$ cat src/rtl/cpu_defs_pkg.sv
// Shared definitions for the single-bus CPU control path.
//   - Opcode encodings (IR[31:27]).
//   - Sequencer step enum (RST, T0..T7, HALT).
//   - Instruction class enum produced by instr_class_decode.
//   - Packed bundle of every DataPath control strobe, in port order.
package cpu_defs_pkg;

    localparam logic [4:0] OP_LD   = 5'b00000;
    localparam logic [4:0] OP_LDI  = 5'b00001;
    localparam logic [4:0] OP_ST   = 5'b00010;
    localparam logic [4:0] OP_ADD  = 5'b00011;
    localparam logic [4:0] OP_SUB  = 5'b00100;
    localparam logic [4:0] OP_AND  = 5'b00101;
    localparam logic [4:0] OP_OR   = 5'b00110;
    localparam logic [4:0] OP_ROR  = 5'b00111;
    localparam logic [4:0] OP_ROL  = 5'b01000;
    localparam logic [4:0] OP_SHR  = 5'b01001;
    localparam logic [4:0] OP_SHRA = 5'b01010;
    localparam logic [4:0] OP_SHL  = 5'b01011;
    localparam logic [4:0] OP_ADDI = 5'b01100;
    localparam logic [4:0] OP_ANDI = 5'b01101;
    localparam logic [4:0] OP_ORI  = 5'b01110;
    localparam logic [4:0] OP_DIV  = 5'b01111;
    localparam logic [4:0] OP_MUL  = 5'b10000;
    localparam logic [4:0] OP_NEG  = 5'b10001;
    localparam logic [4:0] OP_NOT  = 5'b10010;
    localparam logic [4:0] OP_BR   = 5'b10011;
    localparam logic [4:0] OP_JAL  = 5'b10100;
    localparam logic [4:0] OP_JR   = 5'b10101;
    localparam logic [4:0] OP_IN   = 5'b10110;
    localparam logic [4:0] OP_OUT  = 5'b10111;
    localparam logic [4:0] OP_MFLO = 5'b11000;
    localparam logic [4:0] OP_MFHI = 5'b11001;
    localparam logic [4:0] OP_NOP  = 5'b11010;
    localparam logic [4:0] OP_HALT = 5'b11011;

    typedef enum logic [3:0] {
        RST, T0, T1, T2, T3, T4, T5, T6, T7, HALT
    } step_t;

    typedef enum logic [3:0] {
        C_ALU3, C_IMM, C_UNARY, C_MULDIV, C_LD, C_LDI, C_ST, C_BR,
        C_JR, C_JAL, C_IN, C_OUT, C_MFLO, C_MFHI, C_NOP, C_HALT
    } iclass_t;

    // Field order matches the control_unit strobe ports, so the whole
    // bundle can be unpacked onto the ports with one concatenation.
    typedef struct packed {
        logic gra, grb, grc, rin, rout, ba_out;
        logic hi_in, hi_out, lo_in, lo_out;
        logic z_in, z_high_out, z_low_out, y_in, c_out;
        logic mdr_in, mdr_out, mar_in, pc_in, pc_out, ir_in, inc_pc;
        logic read, write;
        logic con_in, in_port_out, out_port_in;
    } strobes_t;

endpackage

$ cat src/rtl/instr_class_decode.sv
// Opcode -> instruction class. Purely combinational.
//   op     : IR[31:27]
//   iclass : execute-sequence class; undefined opcodes map to C_NOP.
module instr_class_decode
    import cpu_defs_pkg::*;
(
    input  logic [4:0] op,
    output iclass_t    iclass
);

    always_comb begin
        // NOTE: assigning a default first keeps every path driven, so no latch is inferred.
        iclass = C_NOP;
        case (op) inside
            [OP_ADD:OP_SHL]:   iclass = C_ALU3;
            [OP_ADDI:OP_ORI]:  iclass = C_IMM;
            OP_NEG, OP_NOT:    iclass = C_UNARY;
            OP_MUL, OP_DIV:    iclass = C_MULDIV;
            OP_LD:             iclass = C_LD;
            OP_LDI:            iclass = C_LDI;
            OP_ST:             iclass = C_ST;
            OP_BR:             iclass = C_BR;
            OP_JR:             iclass = C_JR;
            OP_JAL:            iclass = C_JAL;
            OP_IN:             iclass = C_IN;
            OP_OUT:            iclass = C_OUT;
            OP_MFLO:           iclass = C_MFLO;
            OP_MFHI:           iclass = C_MFHI;
            OP_HALT:           iclass = C_HALT;
            default:           iclass = C_NOP;
        endcase
    end

endmodule

$ cat src/rtl/control_unit.sv
// Hardwired Moore sequencer for the single-bus DataPath.
//   clock, clear   : clock and synchronous active-low reset
//   ir             : instruction register; only the opcode field is used
//   con            : branch condition flip-flop
//   mem_ready      : memory finished the pending read/write this cycle
//   strobe outputs : one-cycle DataPath enables decoded from the step
//   opcode         : ALU operation for the current step
//   run            : 0 only while halted
// Execute steps read the class from ir directly; the DataPath latches
// IR at the end of T2, so ir is stable for all of T3..T7.
module control_unit
    import cpu_defs_pkg::*;
#(
    parameter int OPW = 5,
    parameter int IRW = 32
) (
    input  logic           clock,
    input  logic           clear,
    input  logic [IRW-1:0] ir,
    input  logic           con,
    input  logic           mem_ready,
    output logic           Gra, Grb, Grc, Rin, Rout, BAout,
    output logic           HIin, HIout, LOin, LOout,
    output logic           Zin, Zhighout, Zlowout, Yin, Cout,
    output logic           MDRin, MDRout, MARin, PCin, PCout, IRin, IncPC,
    output logic           read, write,
    output logic           CONin, InPortout, OutPortin,
    output logic [OPW-1:0] opcode,
    output logic           run
);

    step_t          state;
    iclass_t        iclass;
    strobes_t       s;
    logic [OPW-1:0] op;
    logic           unused_ir_bits;

    assign op             = ir[IRW-1 -: OPW];
    assign unused_ir_bits = ^ir[IRW-OPW-1:0];

    instr_class_decode u_decode (
        .op     (op),
        .iclass (iclass)
    );

    // Step sequencing. clear wins over every step, including stalls and HALT.
    always_ff @(posedge clock) begin
        // NOTE: sequential state uses non-blocking assignments so all flops update together.
        if (!clear) begin
            state <= RST;
        end else begin
            case (state)
                RST: state <= T0;
                T0:  state <= T1;
                T1:  if (mem_ready) state <= T2;
                T2:  state <= T3;
                T3: begin
                    case (iclass)
                        C_HALT:                       state <= HALT;
                        C_JR, C_IN, C_OUT, C_MFLO,
                        C_MFHI, C_NOP:                state <= T0;
                        default:                      state <= T4;
                    endcase
                end
                T4:  state <= (iclass == C_UNARY || iclass == C_JAL) ? T0 : T5;
                T5: begin
                    case (iclass)
                        C_ALU3, C_IMM, C_LDI: state <= T0;
                        default:              state <= T6;
                    endcase
                end
                T6: begin
                    case (iclass)
                        C_LD:    if (mem_ready) state <= T7;
                        C_ST:    state <= T7;
                        default: state <= T0;
                    endcase
                end
                T7:   if (iclass != C_ST || mem_ready) state <= T0;
                HALT: state <= HALT;
                default: state <= RST;
            endcase
        end
    end

    // Moore output decode: strobes depend on step and class only
    // (plus con for the conditional PC load in the branch T6).
    always_comb begin
        s      = '0;
        opcode = '0;
        run    = 1'b1;
        case (state)
            T0: {s.pc_out, s.mar_in, s.inc_pc, s.z_in} = '1;
            T1: {s.z_low_out, s.pc_in, s.read, s.mdr_in} = '1;
            T2: {s.mdr_out, s.ir_in} = '1;
            T3: begin
                case (iclass)
                    C_ALU3, C_IMM:     {s.grb, s.rout, s.y_in} = '1;
                    C_UNARY: begin
                        {s.grb, s.rout, s.z_in} = '1;
                        opcode = op;
                    end
                    C_MULDIV:          {s.gra, s.rout, s.y_in} = '1;
                    C_LD, C_LDI, C_ST: {s.grb, s.ba_out, s.y_in} = '1;
                    C_BR:              {s.gra, s.rout, s.con_in} = '1;
                    C_JR:              {s.gra, s.rout, s.pc_in} = '1;
                    C_JAL:             {s.pc_out, s.grb, s.rin} = '1;
                    C_IN:              {s.in_port_out, s.gra, s.rin} = '1;
                    C_OUT:             {s.gra, s.rout, s.out_port_in} = '1;
                    C_MFLO:            {s.lo_out, s.gra, s.rin} = '1;
                    C_MFHI:            {s.hi_out, s.gra, s.rin} = '1;
                    default: ;
                endcase
            end
            T4: begin
                case (iclass)
                    C_ALU3: begin
                        {s.grc, s.rout, s.z_in} = '1;
                        opcode = op;
                    end
                    C_IMM: begin
                        {s.c_out, s.z_in} = '1;
                        opcode = op;
                    end
                    C_UNARY:  {s.z_low_out, s.gra, s.rin} = '1;
                    C_MULDIV: begin
                        {s.grb, s.rout, s.z_in} = '1;
                        opcode = op;
                    end
                    C_LD, C_LDI, C_ST: begin
                        {s.c_out, s.z_in} = '1;
                        opcode = OPW'(OP_ADD);
                    end
                    C_BR:     {s.pc_out, s.y_in} = '1;
                    C_JAL:    {s.gra, s.rout, s.pc_in} = '1;
                    default: ;
                endcase
            end
            T5: begin
                case (iclass)
                    C_ALU3, C_IMM, C_LDI: {s.z_low_out, s.gra, s.rin} = '1;
                    C_MULDIV:             {s.z_low_out, s.lo_in} = '1;
                    C_LD, C_ST:           {s.z_low_out, s.mar_in} = '1;
                    C_BR: begin
                        {s.c_out, s.z_in} = '1;
                        opcode = OPW'(OP_ADD);
                    end
                    default: ;
                endcase
            end
            T6: begin
                case (iclass)
                    C_MULDIV: {s.z_high_out, s.hi_in} = '1;
                    C_LD:     {s.read, s.mdr_in} = '1;
                    C_ST:     {s.gra, s.rout, s.mdr_in} = '1;
                    C_BR: begin
                        s.z_low_out = 1'b1;
                        s.pc_in     = con;
                    end
                    default: ;
                endcase
            end
            T7: begin
                case (iclass)
                    C_LD:    {s.mdr_out, s.gra, s.rin} = '1;
                    C_ST:    s.write = 1'b1;
                    default: ;
                endcase
            end
            HALT: run = 1'b0;
            default: ;
        endcase
    end

    assign {Gra, Grb, Grc, Rin, Rout, BAout,
            HIin, HIout, LOin, LOout,
            Zin, Zhighout, Zlowout, Yin, Cout,
            MDRin, MDRout, MARin, PCin, PCout, IRin, IncPC,
            read, write,
            CONin, InPortout, OutPortin} = s;

endmodule

$ cat config.mk
export PLATFORM = sky130hd
export DESIGN_NAME = control_unit
export DESIGN_NICKNAME = d
export VERILOG_FILES = /design/src/rtl/cpu_defs_pkg.sv /design/src/rtl/instr_class_decode.sv /design/src/rtl/control_unit.sv
export SDC_FILE = /design/constraint.sdc
export NUM_CORES = 1
export LEC_CHECK = 0
export BUFFER_PORTS_ARGS = -buffer_cell sky130_fd_sc_hd__buf_2
export CORE_UTILIZATION = 47
export CTS_CLUSTER_SIZE = 25
export DETAILED_ROUTE_END_ITERATION = 8
export PLACE_DENSITY_LB_ADDON = 0.05
export SLEW_MARGIN = 15
export SYNTH_ARGS = -nofsm -noshare
export SYNTH_HDL_FRONTEND = slang
export SYNTH_SLANG_ARGS = --single-unit
$ cat constraint.sdc
create_clock -name clock -period 2.7 [get_ports clock]
set_input_delay 0.27 -clock clock [delete_from_list [all_inputs] [get_ports clock]]
set_output_delay 0.27 -clock clock [all_outputs]
set_load 0.1 [all_outputs]
Word-level counts from Yosys, hierarchy flattened
Cells that the tools add are included.

word-level totals
  word-level logic and storage cells = 146
  register bits = 4
  output and inout port bits = 33

operators by class
  equality and inequality tests = 42
  muxes and demuxes = 76
  reduce and logical (&&, ||, !) cells = 23
  order comparisons = 4

operators by type and width
  operator              number
  $mux W4               17
  $eq A5 B5 Y1 const B  11
  $eq A4 B4 Y1 const B  10
  $pmux W4 S10          1
  $mux W1               35
  $eq A4 B3 Y1 const B  8
  $reduce_or A7 Y1      3
  $eq A4 B2 Y1 const B  4
  $pmux W1 S4           4
  $pmux W4 S2           2
  $pmux W5 S3           1
  $pmux W1 S2           7
  $reduce_or A3 Y1      4
  $reduce_or A6 Y1      2
  $le A5 B4 Y1 const B  2
  $pmux W5 S2           1
  $mux W3               3
  $eq A4 B1 Y1 const B  2
  $logic_not A4 Y1      2
  $reduce_or A2 Y1      4
  $reduce_or A4 Y1      2
  $pmux W1 S3           2
  $eq A5 B1 Y1 const B  1
  $eq A5 B2 Y1 const B  1
  13 further kinds      16

Longest topological paths before layout
Gate-level depths: netlist of run 1.

  word-level depth = 20
  mapped depth = 7
  gate-level depth less buffers = 5

By module
Synthesis of run 1 repeated with hierarchy kept, for this count alone.

second synthesis, totals
  cell total of the unflattened synthesis = 172
  area total of the unflattened synthesis = 1128.6 um^2

modules (own cells, without submodules)
  module              area each (um^2)  instances  cells an instance
  control_unit        994.7             1          151
  instr_class_decode  133.9             1          21

Least setup slack after synthesis of run 1
Ideal clock, no wire load.

  path type = input-to-output
  start = input ir[29]
  end = output Rout
  data required time = 2.430 ns
  stages = 6
  setup slack = -4.122 ns
  arrival time = 6.552 ns
  path through = buf_2 -> buf_2 -> and2_1 -> a2111oi_0 -> nor2_1 -> nand2_1

between the ends
  longest elaborated chain between the ends = 20
  elaborated cells between the ends (all ways) = 53
  those cells by class = order compare: 4; eq/ne: 22; mux: 19; reduce/logical: 8

ends and longest elaborated chain
  what                                                                          line                                     source
  start: declaration                                                            control_unit.sv:19                       input logic [IRW-1:0] ir,
  $eq A5 B5 Y1 (no source line)                                                 --
  $mux W1                                                                       instr_class_decode.sv:14                 case (op) inside
  $mux W4 (13 in series)                                                        instr_class_decode.sv:14
  $mux W4 *                                                                     instr_class_decode.sv:14
  $eq A4 B2 Y1, or another cell as far along                                    control_unit.sv:97                       case (iclass)
  $reduce_or A7 Y1 (no source line) / $reduce_or A3 Y1 (equally long branches)  --
  $mux W1 (on tied branches)                                                    control_unit.sv:97, control_unit.sv:116
  $pmux W1 S3 *                                                                 control_unit.sv:92                       case (state)
  end: declaration                                                              control_unit.sv:22                       output logic Gra, Grb, Grc, Rin, Rout, BAout,

Mark *: on every way between the ends. The rest lies on a longest branch, timed or not.

Worst setup path after layout of run 1
  start = register state[3]
  end = output Zin

between the ends
  longest elaborated chain between the ends = 2
  elaborated cells between the ends (all ways) = 5
  those cells by class = eq/ne: 4; mux: 1

ends and longest elaborated chain
  what                                                 line                source
  start: declaration                                   control_unit.sv:32  step_t state;
  start signal: assignment                             control_unit.sv:65  T4: state <= (iclass == C_UNARY || iclass == C_JAL) ? T0 : T5;
  $eq A4 B3 Y1 / $eq A4 B1 Y1 (equally long branches)  control_unit.sv:92
  $pmux W1 S4 *                                        control_unit.sv:92
  end: declaration                                     control_unit.sv:24  output logic Zin, Zhighout, Zlowout, Yin, Cout,

Marked as above.

==> results of run 1 <==
## power by group
part,switching (mW),internal (mW),total (mW)
Sequential,0.0392,0.0767,0.116
Clock,0.0212,0.0495,0.0707
Combinational,0.706,0.255,0.961
## final cells by class
cell class,instances,area [µm²],area share [%]
multi-input cells,132,955,63.1
repair buffers,46,408,27.0
flip-flops and latches,4,81.3,5.38
well taps,28,35.0,2.32
clock buffers,3,22.5,1.49
inverters,3,11.3,0.744
## placed cells by master (no fill, tap or decap), types with 3 or more instances in the layout
cell	instances
buf_2	30
nor2_1	16
nand2_1	14
buf_12	11
o21ai_0	6
and2_1	6
nor2b_1	5
nand3_1	5
buf_4	5
a21oi_1	4
nor3_1	4
nand2b_1	4
o21ai_1	4
nor4_1	4
inv_1	3
or2_2	3
clkbuf_4	3
dfxtp_1	3
## cell families after synthesis
kind of cell	after synthesis	synth area share, %
AO/OA/AOI/OAI	45	33.2
XOR/XNOR	2	1.59
buffers and inverters	21	11.3
flip-flops	4	7.26
multiplexers	3	2.83
AND/OR/NAND/NOR	82	43.8
## stage by stage
step	setup TNS, ns	hold WS [ns]	cells
3_3_place_gp	0	0.531	213
3_5_place_dp	0	0.536	213
5_1_grt	0	0.291	216
6_report	0	0.305	216
2_1_floorplan	-0.334	0.392	157
4_1_cts	0	0.295	216
## metal layers
layer  GRT usage [%]  share of wire [%]  vias up
li1                -                  -      659
met1            32.7                 41      643
met2            49.8                 53       44
met3            3.33                4.4        4
met4            10.2                1.2        0
met5               0                  0        -
## worst register-to-register path, stage by stage (launching register included)
cell and delay (ns):
dfxtp_1 0.52, or4b_1 0.55, mux2i_1 0.20, a21oi_2 0.12, a32o_1 0.26
## worst paths after layout
check | startpoint | to | slack, ns | depth (start not counted)
max reg2reg | state[3]$_SDFFE_PN0P_ | state[1]$_SDFFE_PN0P_ | 0.95 | 4
min | clear | state[2]$_SDFFE_PN0P_ | 0.31 | 2
min reg2reg | state[0]$_SDFFE_PN0P_ | state[0]$_SDFFE_PN0P_ | 0.63 | 2
max | state[3]$_SDFFE_PN0P_ | Zin | 0.22 | 6
==> impl_metrics.yaml, run 1 <==
worst_setup_path:
  crit_family: "simple AND/OR/NAND/NOR gates"
  crit_path_top_delay_cell: "dfxtp_1"
  cp.required_ns: 2.43
  path_class: "reg2out"
  path_cells: "nand4bb_1, nor2_1, a32oi_1, o221ai_2, or3_1, buf_12"
  cp_slowest_stage_delay_ns: 0.52
  worstSetupStartpointType: "flop"
  arrival_ns: 2.21
  worst-path-buf-inv: 1
  cp-end-kind: "output pin"
  crit_fanout: 11
cts:
  clk_pin_slew_ns: 0.04
  cts_num_sinks: 4
  ctsHoldBuffers: 0
  cts_tree: "yes"
  postCtsSetupRepairBufs: 0
  h-tree-depth: 1
  cts_resized: 0
  cts_buffers: 3
  cts-root-buf: "clkbuf_4"
  clock_latency_ns: 0.23
  clockBufferDepth: 2
sta:
  worst_pin_slew_ns: 0.547
  skew_ns: 0.00225
  slew_headroom_pct: 63.4
  setup_viol: 0
  hold_violations: 0
  drv_slew: 0
  fin_ws_ns: 0.216
  grt_setup_unrepaired: "false"
  post-route-period-util_pct: 92.0
  min_period_ns: 2.48
  clock.fmax_mhz: 402
floorplan:
  core_area_um2: 2210
  fp.dieW_um: 50.5
  die_h_um: 50.5
  ios: 69
  die-area_um2: 2550
  start_util_pct: 49.9
  rows: 17
pwr:
  power_density_nw_per_um2: 758
  leakage_nw: 0.616
  power_mw: 1.15
  peakVddDrop_v: 0.000615
drt:
  route.detailed.drc: 0
  drt-total-wl_um: 3230
  via_per_inst: 6.25
  drt_iter0_drc: 32
  vias: 1350
  ant_nets: 0
  first_pass_iters: 4
  wire_per_inst_um: 15.0
final_layout:
  registers.top_by_ff_count: "state"
  fin_util_pct: 68.4
  nets: 226
  num_antenna_cells: 0
  stdcell_area_um2: 1510
  drive_above_1_share_pct: 38.3
  n_fill_cell: 194
  top_regs: "state (4)"
  area_growth_syn_to_layout_pct: 37.1
  largest_register_ff_count: 4
logic_synthesis:
  synth_edf_count: 0
  syn_nets: 193
  yosysTopAreaCell: "dfxtp_1"
  ys_types: 60
  ys_async_sr_fraction_pct: 0
  synth_area_per_cell_um2: 7.03
  syn_inst: 157
  yosysWarnings: 0
  ys_ff_latch: 4
  synth_area_leaders: "dfxtp_1, nor2_1, nand2_1"
  synth.most_common_cell: "nor2_1"
  ys.flop_type: "dfxtp_1"
  synth.top_cell.area_share_pct: 7.26
  synthTopCellsByCount: "nor2_1, nand2_1, buf_2"
  synthesis.area_um2: 1100
  synth-seq-area-share_pct: 7.26
grt:
  grt_pass1_vias: 1203
  grt_start_max_net_pins: 27
  antenna_found_initial: 0
  overflow: 0
  track_usage_pct: 27.5
  grt_pass1_wl_um: 5450
placement:
  dp_hpwl_um: 2530
  io_buffers: 41
  post-place-ws_ns: 0.367
  routabilityCongestion: 0.867
  dpl_cell_area_um2: 1490
worst_hold_path:
  hold_path_class: "in2reg"
job:
  maxCapViolCount: 0
run_status:
  outcome: "complete, no violations"
Note: power is estimated with default switching activity, not from simulation.
==> inputs of run 2 (changes only) <==
--- a/config.mk
+++ b/config.mk
@@ -6,10 +6,12 @@
 export NUM_CORES = 1
 export LEC_CHECK = 0
 export BUFFER_PORTS_ARGS = -buffer_cell sky130_fd_sc_hd__buf_2
-export CORE_UTILIZATION = 47
+export CELL_PAD_IN_SITES_DETAIL_PLACEMENT = 0
+export CELL_PAD_IN_SITES_GLOBAL_PLACEMENT = 1
+export CORE_UTILIZATION = 31
 export CTS_CLUSTER_SIZE = 25
 export DETAILED_ROUTE_END_ITERATION = 8
-export PLACE_DENSITY_LB_ADDON = 0.05
+export PLACE_DENSITY_LB_ADDON = 0.1
 export SLEW_MARGIN = 15
 export SYNTH_ARGS = -nofsm -noshare
 export SYNTH_HDL_FRONTEND = slang
==> run 2 against run 1 <==
  * Non-clock buffer count is 4 higher
  * Clock skew hardly changed
  * Critical endpoint is now InPortout
  * Total power fell by 1.7%
  * Combinational power is 2% lower
  * Largest cell class unchanged
  * Highest routed layer is now met3
==> impl_metrics.yaml, run 2 (synthesis gave the netlist of run 1 again) <==
worst_setup_path:
  ff2ff_setup_slack_ns: 0.81
  worstSetupStartpointType: "flop"
  cp.required_ns: 2.43
  cp-end-kind: "output pin"
  arrival_ns: 2.19
  crit_fanout: 8
  path_class: "reg2out"
grt:
  grt_start_max_net_pins: 24
  overflow: 0
  grt_pass1_wl_um: 5710
  use_met1_pct: 29.3
  track_usage_pct: 19.8
  grt.met3_usage_pct: 2.94
  antenna_found_initial: 0
  grtUsageMet2_pct: 31.8
  grt.busiest_layer: "met2"
  grt_pass1_vias: 1189
drt:
  ant_nets: 0
  wire_per_inst_um: 14.5
  route.detailed.drc: 0
  drt-total-wl_um: 3450
  drt_iter0_drc: 44
  first_pass_iters: 4
  via_per_inst: 5.74
  vias: 1365
cts:
  cts_tree: "yes"
  clockBufferDepth: 2
  cts_buffers: 3
  clock_latency_ns: 0.23
  h-tree-depth: 1
  cts_resized: 0
  postCtsSetupRepairBufs: 0
  clk_pin_slew_ns: 0.03
  cts_num_sinks: 4
  ctsHoldBuffers: 0
  cts-root-buf: "clkbuf_4"
pwr:
  seqPwrFrac_pct: 10.2
  peakVddDrop_v: 0.000369
  leakage_nw: 0.635
  power_density_nw_per_um2: 718
  combPwrFrac_pct: 83.6
  netSwitchingPower_mw: 0.749
  switching_share_pct: 66.4
  internal_power_mw: 0.379
  clockPowerShare_pct: 6.2
placement:
  post-place-ws_ns: 0.364
  place_inst: 235
  routabilityCongestion: 0.783
  dp_hpwl_um: 2780
  dpl_cell_area_um2: 1540
  io_buffers: 41
final_layout:
  seq_area_um2: 81.3
  n_fill_cell: 367
  largest_register_ff_count: 4
  registers.top_by_ff_count: "state"
  instances_no_fill: 238
  final_common_cell: "buf_2"
  area_growth_syn_to_layout_pct: 42.3
  num_antenna_cells: 0
  top_regs: "state (4)"
  stdcell_area_um2: 1570
  multi_input_area_um2: 960
  drive_above_1_share_pct: 40.1
  mostFrequentLayoutCells: "buf_2, nor2_1, nand2_1"
  nets: 230
sta:
  clock.fmax_mhz: 407
  worst_pin_slew_ns: 0.537
  setup_tns_ns: 0
  whs_ns: 0.309
  post-route-period-util_pct: 91.0
  skew_ns: 0.00243
  fin_ws_ns: 0.242
  slew_headroom_pct: 64.1
  drv_slew: 0
  min_period_ns: 2.46
  grt_setup_unrepaired: "false"
  hold_violations: 0
  setup_viol: 0
run_status:
  outcome: "complete, no violations"
floorplan:
  ios: 69
  fp.dieW_um: 61.7
  start_util_pct: 32.8
  die_h_um: 61.7
  rows: 21
  core_area_um2: 3360
  die-area_um2: 3800
worst_hold_path:
  hold_path_class: "in2reg"
job:
  maxCapViolCount: 0
## run 2: cell count changes in the layout (fill, tap and decap cells not counted), sizes merged
cell and change:
buf +4
## run 2: path summary, 6_finish.rpt
kind                              start                     to  cells past startpoint
setup / recovery  state[2]$_SDFFE_PN0P_              InPortout                      5
setup reg to reg  state[2]$_SDFFE_PN0P_  state[1]$_SDFFE_PN0P_                      5
hold / removal                    clear  state[2]$_SDFFE_PN0P_                      2
hold reg to reg   state[0]$_SDFFE_PN0P_  state[0]$_SDFFE_PN0P_                      3
## run 2: layer usage
layer	wire, µm	vias up
li1	-	664
met3	197	0
met4	0	0
met2	1640	60
met5	0	-
met1	1610	641
## run 2: per-stage QoR
stage / util, % / power [mW]
final: 46.7 / 1.13
after global routing: 46.7 / 1.19
after global placement: 45.8 / 1.05
after floorplan: - / 0.882
after detailed placement: 45.8 / 1.06
after CTS: 46.5 / 1.13
## run 2: critical path, stage by stage (launching register included)
cell	delay (ns)
dfxtp_1	0.53
nor4b_4	0.38
buf_4	0.22
nand3_1	0.12
nor3b_2	0.25
buf_2	0.46
## run 2: cell type report
class	count	share of cell area [%]
Inverter	3	0.717
Multi-Input combinational cell	132	61.1
Tap cell	46	3.67
Timing Repair Buffer	50	27.9
Sequential cell	4	5.18
Clock buffer	3	1.43
## run 2: power by group through the flow
stage / sequential, mW / combinational, mW / clock [mW]
2_1_floorplan: 0.0914 / 0.791 / 0
3_3_place_gp: 0.111 / 0.940 / 0
3_5_place_dp: 0.112 / 0.944 / 0
4_1_cts: 0.112 / 0.946 / 0.0736
5_1_grt: 0.119 / 0.992 / 0.0838
6_report: 0.115 / 0.943 / 0.0698
